<file path="src/rtl/ram_writer_pkg.sv">
`default_nettype none
// ============================================================================
// Module      : ram_writer_pkg
// Description : Shared types and default widths for the RAM stream writer.
//               Holds the burst FSM state encoding and the default word and
//               address widths used by ram_stream_writer and dp_sync_ram.
// Revision    : 1.0 - initial release
// ============================================================================
package ram_writer_pkg;

    localparam int c_DEF_DATA_WIDTH = 8;
    localparam int c_DEF_ADDR_WIDTH = 4;

    typedef enum logic [1:0] {
        IDLE = 2'd0,
        LOAD = 2'd1,
        DONE = 2'd2
    } state_t;

endpackage
`default_nettype wire

</file>
<file path="src/rtl/dp_sync_ram.sv">
`default_nettype none
// ============================================================================
// Module      : dp_sync_ram
// Description : Simple dual-port synchronous RAM, one write port and one
//               registered read port (1-cycle latency).
//               Ports:
//                 clk      - rising-edge clock
//                 rst      - asynchronous active-high reset (read register only)
//                 wr_en    - write enable
//                 wr_addr  - write address
//                 wr_data  - write data
//                 rd_addr  - read address
//                 rd_data  - registered read data
//               A read and write to the same address in one cycle returns the
//               old contents; the new word is seen on the following read.
//               The array itself is never reset.
// Revision    : 1.0 - initial release
// ============================================================================
module dp_sync_ram
    import ram_writer_pkg::*;
#(
    parameter int DATA_WIDTH = c_DEF_DATA_WIDTH,
    parameter int ADDR_WIDTH = c_DEF_ADDR_WIDTH
) (
    input  logic                  clk,
    input  logic                  rst,
    input  logic                  wr_en,
    input  logic [ADDR_WIDTH-1:0] wr_addr,
    input  logic [DATA_WIDTH-1:0] wr_data,
    input  logic [ADDR_WIDTH-1:0] rd_addr,
    output logic [DATA_WIDTH-1:0] rd_data
);

    localparam int c_DEPTH = 2 ** ADDR_WIDTH;

    logic [DATA_WIDTH-1:0] r_mem [0:c_DEPTH-1];
    logic [DATA_WIDTH-1:0] r_rd_data;

    // Array kept reset-free so it maps onto block/distributed RAM.
    always_ff @(posedge clk) begin
        if (wr_en) begin
            r_mem[wr_addr] <= wr_data;
        end
    end

    // Read samples the array before this edge's write lands, which is what
    // gives the read-old-on-collision behaviour.
    always_ff @(posedge clk or posedge rst) begin
        if (rst) begin
            r_rd_data <= '0;
        end else begin
            r_rd_data <= r_mem[rd_addr];
        end
    end

    assign rd_data = r_rd_data;

endmodule
`default_nettype wire

</file>
<file path="src/rtl/ram_stream_writer.sv">
`default_nettype none
// ============================================================================
// Module      : ram_stream_writer
// Description : Burst writer for a synchronous lookup memory. A start pulse
//               captures a base address and a length, then valid/ready words
//               are written to auto-incrementing (wrapping) addresses.
//               Ports:
//                 clk, rst   - clock, asynchronous active-high reset
//                 start      - burst request, sampled in IDLE only
//                 base_addr  - first write address
//                 length     - words in burst (0 allowed)
//                 in_data    - stream data
//                 in_valid   - stream valid
//                 in_ready   - writer accepts a word this cycle
//                 busy       - burst in progress (LOAD or DONE)
//                 done       - one-cycle completion pulse
//                 wr_count   - words written in current/last burst
//                 rd_addr    - read address
//                 Dout       - registered read data, 1-cycle latency
// Revision    : 1.0 - initial release
// ============================================================================
module ram_stream_writer
    import ram_writer_pkg::*;
#(
    parameter int DATA_WIDTH = c_DEF_DATA_WIDTH,
    parameter int ADDR_WIDTH = c_DEF_ADDR_WIDTH
) (
    input  logic                  clk,
    input  logic                  rst,
    input  logic                  start,
    input  logic [ADDR_WIDTH-1:0] base_addr,
    input  logic [ADDR_WIDTH:0]   length,
    input  logic [DATA_WIDTH-1:0] in_data,
    input  logic                  in_valid,
    output logic                  in_ready,
    output logic                  busy,
    output logic                  done,
    output logic [ADDR_WIDTH:0]   wr_count,
    input  logic [ADDR_WIDTH-1:0] rd_addr,
    output logic [DATA_WIDTH-1:0] Dout
);

    localparam logic [ADDR_WIDTH:0] c_ONE = (ADDR_WIDTH+1)'(1);

    state_t                r_state;
    state_t                w_state_nxt;
    logic [ADDR_WIDTH-1:0] r_wr_addr;
    logic [ADDR_WIDTH:0]   r_remaining;
    logic [ADDR_WIDTH:0]   r_wr_count;
    logic                  w_accept;
    logic                  w_transfer;

    assign w_accept   = (r_state == IDLE) && start;
    // Reset forces IDLE asynchronously, so no write can slip through on a
    // reset edge.
    assign w_transfer = (r_state == LOAD) && in_valid;

    always_comb begin
        w_state_nxt = r_state;
        in_ready    = 1'b0;
        busy        = 1'b0;
        done        = 1'b0;
        case (r_state)
            IDLE: begin
                if (start) begin
                    w_state_nxt = (length == '0) ? DONE : LOAD;
                end
            end
            LOAD: begin
                in_ready = 1'b1;
                busy     = 1'b1;
                if (in_valid && (r_remaining == c_ONE)) begin
                    w_state_nxt = DONE;
                end
            end
            DONE: begin
                busy        = 1'b1;
                done        = 1'b1;
                w_state_nxt = IDLE;
            end
            default: begin
                w_state_nxt = IDLE;
            end
        endcase
    end

    always_ff @(posedge clk or posedge rst) begin
        if (rst) begin
            r_state <= IDLE;
        end else begin
            r_state <= w_state_nxt;
        end
    end

    // Address wraps naturally at ADDR_WIDTH bits, so bursts longer than the
    // depth overwrite earlier words of the same burst.
    always_ff @(posedge clk or posedge rst) begin
        if (rst) begin
            r_wr_addr   <= '0;
            r_remaining <= '0;
            r_wr_count  <= '0;
        end else if (w_accept) begin
            r_wr_addr   <= base_addr;
            r_remaining <= length;
            r_wr_count  <= '0;
        end else if (w_transfer) begin
            r_wr_addr   <= r_wr_addr + 1'b1;
            r_remaining <= r_remaining - c_ONE;
            r_wr_count  <= r_wr_count + c_ONE;
        end
    end

    assign wr_count = r_wr_count;

    dp_sync_ram #(
        .DATA_WIDTH (DATA_WIDTH),
        .ADDR_WIDTH (ADDR_WIDTH)
    ) u_ram (
        .clk     (clk),
        .rst     (rst),
        .wr_en   (w_transfer),
        .wr_addr (r_wr_addr),
        .wr_data (in_data),
        .rd_addr (rd_addr),
        .rd_data (Dout)
    );

endmodule
`default_nettype wire

</file>
<file path="config.mk">
export PLATFORM = sky130hd
export DESIGN_NAME = ram_stream_writer
export DESIGN_NICKNAME = d
export VERILOG_FILES = /design/src/rtl/ram_writer_pkg.sv /design/src/rtl/dp_sync_ram.sv /design/src/rtl/ram_stream_writer.sv
export SDC_FILE = /design/constraint.sdc
export NUM_CORES = 1
export LEC_CHECK = 0
export ABC_AREA = 1
export BUFFER_PORTS_ARGS = -buffer_cell sky130_fd_sc_hd__buf_2
export CAP_MARGIN = 40
export CORE_ASPECT_RATIO = 1.2
export CORE_UTILIZATION = 55
export CTS_CLUSTER_DIAMETER = 80
export DETAILED_ROUTE_END_ITERATION = 12
export PLACE_DENSITY_LB_ADDON = 0.15
export SETUP_SLACK_MARGIN = 0.2
export SYNTH_ARGS = -nofsm -noshare
export SYNTH_HDL_FRONTEND = slang
export SYNTH_SLANG_ARGS = --single-unit
</file>
<file path="constraint.sdc">
create_clock -name clk -period 1.76 [get_ports clk]
set_input_delay 0.264 -clock clk [delete_from_list [all_inputs] [get_ports clk]]
set_output_delay 0.264 -clock clk [all_outputs]
set_load 0.02 [all_outputs]
</file>
## Word-level counts from Yosys, hierarchy flattened

Memory sizes are Yosys's and may differ from the RTL's. A register that Yosys moved wholly into a read port is not among the register bits.
Cells that the tools add are included.

- Flip-flop bits (word level): 16
- Bits in writable memories: 128
- Input bits: 25
- Output and inout bits: 16
- Word-level logic and storage cells: 36
- Memories kept: 1

- $add $sub $neg: 3
- Equality and inequality tests: 5
- Mux-type cells: 15
- Reduce and logical (&&, ||, !) cells: 8

Memories:

| name | words | bits a word | rd ports | clocked after Yosys merged registers in | write ports | RTL line | RTL |
|---|---|---|---|---|---|---|---|
| u_ram.r_mem | 16 | 8 | 1 | 1 | 1 | dp_sync_ram.sv:36 | `logic [DATA_WIDTH-1:0] r_mem [0:c_DEPTH-1];` |

Operator list:

| operator | number |
|---|---|
| $mux W5 | 4 |
| $mux W4 | 2 |
| $mux W2 | 3 |
| $add A5 B1 Y5 const B | 1 |
| $eq A5 B1 Y1 const B | 1 |
| $logic_not A5 Y1 | 1 |
| $mux W1 | 5 |
| $sub A5 B1 Y5 const B | 1 |
| $add A4 B1 Y4 const B | 1 |
| $pmux W2 S2 | 1 |
| $logic_and A1 B1 Y1 | 3 |
| $eq A2 B1 Y1 const B | 1 |
| $eq A2 B2 Y1 const B | 1 |
| $logic_not A2 Y1 | 1 |
| $ne A2 B1 Y1 const B | 1 |
| $ne A2 B2 Y1 const B | 1 |
| $reduce_and A2 Y1 | 1 |
| $reduce_bool A2 Y1 | 1 |
| $reduce_or A2 Y1 | 1 |

## Logic depth before layout (Yosys ltp)

- Word-level depth: 4
- Depth in mapped cells: 8
- Gate-level depth less buffers: 8

## By module

From an unflattened synthesis, not the netlist that was laid out.

- Cells, all modules: 672
- Area total of the unflattened synthesis: 6,751.5 um^2

Modules (own cells, without submodules):

| module | times used | cells each | area an instance (um^2) | seq. area each (um^2) |
|---|---|---|---|---|
| dp_sync_ram | 1 | 552 | 5,810.6 | 4,043.9 |
| ram_stream_writer | 1 | 120 | 940.9 | 400.4 |

## Least setup slack after synthesis

No wires, ideal clock.

- Path type: reg2reg
- From: register r_state[1]
- To: memory u_ram.r_mem[0][0] (netlist name), enable pin
- Setup time: 0.370 ns
- Data arrival time: 1.508 ns
- Required time: 1.390 ns
- Slack: -0.119 ns
- Stages on the path, launching flop included: 7
- Path buffers: 0
- Period minus slack after synthesis: 1.879 ns
- Path through: dfrtp_1 -> inv_1 -> ha_1 -> nand2_1 -> inv_2 -> nand2_1 -> nor2_1

- Word-level cells in the longest chain between the ends: 4

Ends and longest elaborated chain:

| item | RTL line | RTL |
|---|---|---|
| start: declaration | ram_stream_writer.sv:45 | `state_t r_state;` |
| start signal: assignment | ram_stream_writer.sv:91 | `r_state <= w_state_nxt;` |
| $eq A2 B1 Y1 | ram_stream_writer.sv:56 | `assign w_transfer = (r_state == LOAD) && in_valid;` |
| $logic_and A1 B1 Y1 | ram_stream_writer.sv:56 |  |
| $mux W1 | dp_sync_ram.sv:41 | `if (wr_en) begin` |
| $mux W1 (not written as such) | dp_sync_ram.sv:42 | `r_mem[wr_addr] <= wr_data;` |
| end: declaration | dp_sync_ram.sv:36 |  |

No other way between the ends.

## Final worst setup path

- From: register r_state[0]
- To: output port busy

- Word-level cells in the longest chain between the ends: 3
- Elaborated cells on any way between the ends: 4
- Classes of those cells: eq/ne: 2; mux: 1; reduce/logical: 1

Ends and longest elaborated chain:

| item | RTL line | RTL |
|---|---|---|
| $eq A2 B1 Y1 / $eq A2 B2 Y1 (equally long branches) | ram_stream_writer.sv:63 | `case (r_state)` |
| $reduce_or A2 Y1 (no source line) (*) | - |  |
| $mux W1 (*) | ram_stream_writer.sv:63 |  |
| end: declaration | ram_stream_writer.sv:36 | `output logic busy,` |

Mark *: on every way between the ends. The rest lies on a longest branch, timed or not.

==> flow_summary_export.csv <==
group,metric,value,unit
finish,final_net_count,745,
job,cap_violations,0,
worst_setup_path,cp_data_required_time,1.50,ns
place,portBuffers,40,
sta,skew,0.00852,ns
detailed_routing,totalWireLength,15.3,mm
power_and_ir_drop,ir_worst_vdd,0.840,mV
finish,multiInputGateArea,0.00192,mm^2
finish,area.growth.synth_to_final,17.7,%
clocking,tritoncts,"built",
die,fp.dieH,124,um
sta,fin_setup_tns,0,ns
sta,finalSetupViolCount,0,
detailed_routing,via_per_inst,5.21,
die,initial_utilization,0.563,
yosys,ys_ff_latch,152,
finish,drive_above_1_share,0.166,
clocking,cts_root_buf,"clkbuf_16",
worst_setup_path,path_cells,"inv_2 -> ha_4 -> buf_6",
detailed_routing,via_count,4608,
yosys,yosys_warnings,0,
sta,clock.fmax,0.640,GHz
yosys,synthArstFlopShare,0.158,
worst_hold_path,hold_path.class,"in -> reg",
power_and_ir_drop,leakagePower,0.00348,uW
global_route,grt_pass1_vias,4588,
yosys,ys_seq_area_frac,0.655,
die,ios,41,
clocking,cts-buffers-inserted,17,
sta,hold_viol_final,0,
global_route,grt_max_degree,65,
detailed_routing,drt_iter0_drc,340,
sta,worst_slew_pin_slew,0.585,ns
worst_setup_path,critPathLaunchType,"register",
sta,period_share,0.888,
sta,rsz0062_at_grt,"yes",
sta,slew_headroom,0.610,
worst_setup_path,endpoint_kind,"output port",
die,core_area,0.0121,mm^2
yosys,ys.flop_type,"edfxtp_1",
power_and_ir_drop,power_density,1260,mW/mm^2
sta,slew_violations,0,
yosys,synth_edf_count,128,
global_route,globalRouteOverflowTotal,0,
place,gp_congestion,0.871,
clocking,clk_pin_slew,0.06,ns
finish,fin_util,0.663,
yosys,syn-cell-area,0.00679,mm^2
outcome,outcome,"finished clean",
yosys,syn-instance-count,664,
global_route,antenna_found_initial,0,
finish,regArea,0.00444,mm^2
yosys,syn_area_per_cell,10.2,um^2
worst_setup_path,cpPeakStageDelay,0.43,ns
global_route,track_usage,0.264,
yosys,synth_nets,699,
place,detailed_place_hpwl,9.76,mm
worst_setup_path,cp_max_fo,3,
clocking,insertion_delay,0.41,ns
die,die_area,0.0128,mm^2
global_route,grt_pass1_wl,23.6,mm
detailed_routing,drt-wirelength-per-cell,17.3,um
worst_setup_path,arrival,1.30,ns
detailed_routing,route.detailed.drc,0,
clocking,clock-sinks,152,
worst_setup_path,worstSetupPathType,"reg -> out",
worst_setup_path,critPathSlowestCell,"dfrtp_1",
finish,fillers,912,
clocking,h-tree-depth,4,
detailed_routing,firstDrtPassIters,5,
die,fp.dieW,103,um
clocking,clock_path_buffers,2,
finish,antenna_cells,0,
yosys,yosys.cell_types.count,25,
sta,layout_min_cycle_time,1.56,ns
detailed_routing,antenna_left,0,
die,rows,44,
[registers in the layout, summed over array words and instances (netlist names)]
register,flops
u_ram.rd_data,8
u_ram.r_mem,128
wr_count,5
r_remaining,5
r_state,2
r_wr_addr,4
[cell usage in the layout, fill, tap and decap left out, types with 3 or more instances in the layout]
cell,count
nand3_1,102
inv_1,113
xor2_1,5
o21ai_0,5
nor2_1,11
edfxtp_1,128
inv_2,5
o21bai_1,4
nand2_8,4
buf_2,38
clkbuf_16,17
nand2_2,5
a21oi_1,4
dfrtp_1,24
bufinv_16,5
ha_2,3
buf_4,9
clkinv_2,6
ha_1,5
nand2_1,193
nor2_4,16
[synthesized netlist by cell type (all sizes together) (2+ instances only)]
| library cell | instances | area (um^2) |
|---|---|---|
| a21oi | 4 | 20.0 |
| buf | 23 | 196 |
| clkbuf | 2 | 27.5 |
| dfrtp | 24 | 601 |
| edfxtp | 128 | 3840 |
| ha | 10 | 125 |
| inv | 119 | 447 |
| nand2 | 203 | 764 |
| nand3 | 102 | 510 |
| nor2 | 27 | 101 |
| o211ai | 2 | 15.0 |
| o21ai | 6 | 30.0 |
| o21bai | 4 | 30.0 |
| o22ai | 2 | 12.5 |
| xor2 | 5 | 43.8 |
[final timing paths]
path | startpoint | end | slack (ns) | cells past startpoint
worst max-delay path | r_state[0] | busy | 0.20 | 3
worst min-delay path | base_addr[0] | r_wr_addr[0] | 0.1 | 3
worst max register to register | r_state[1] | u_ram.r_mem[0][1] | 0.26 | 6
worst min register to register | wr_count[3] | wr_count[3] | 0.52 | 1
max in group asynchronous | rst | u_ram.rd_data[5] | 1.05 | 4
min in group asynchronous | rst | r_state[1] | 0.45 | 4
[timing repair]
action,in CTS,in global routing
setup endpoints to repair,131,136
endpoints found under the hold margin,24,0
resized for setup,20,12
buffers inserted,2,2
hold buffers,1,0
pin swaps,7,6
[through the flow]
step	setup WS (ns)	hold WS, ns	std cells	area (um^2)	total power [uW]
after CTS	0.178	0.0863	882	7930	10000
final	0.197	0.0980	884	7990	10100
after global placement	0.0854	0.329	847	7180	5930
after floorplan	0.175	0.279	664	6930	5520
after global routing	0.152	0.104	884	7990	10500
after detailed placement	0.0400	0.334	847	7180	5990
[routing by layer]
layer | vias up | GRT usage | share of wire
met5 | - | 0 | 0
met4 | 0 | 0.111 | 0.023
met3 | 24 | 0.0505 | 0.057
met2 | 186 | 0.457 | 0.52
met1 | 2167 | 0.322 | 0.40
li1 | 2231 | - | -
[critical path: cells and delay by family (launching register included)]
kind	cells	cell delay, ns
adders and majority gates	1	0.26
DFF	1	0.43
buffers and inverters	2	0.18
[where the power goes]
part	switching (uW)	internal (uW)
sequential	183	4170
combinational	1240	633
clock	1360	2500
[logic make-up (layout without fill, tap and decap cells)]
group / after synthesis / after routing / synth area share
AO/OA/AOI/OAI: 19 / 19 / 0.0171
AND/OR/NAND/NOR: 334 / 334 / 0.204
buffers and inverters: 144 / 203 / 0.0988
adder cells (fa/ha/maj): 10 / 10 / 0.0184
XOR/XNOR: 5 / 5 / 0.00645
flip-flops: 152 / 152 / 0.655
[final cells by class]
type	instances	share of cell area
Clock buffer	18	0.0537
Clock inverter	14	0.0255
Inverter	119	0.0575
Multi-Input combinational cell	368	0.240
Sequential cell	152	0.556
Tap cell	161	0.0252
Timing Repair Buffer	52	0.0414
(Power assumes the default switching activity.)
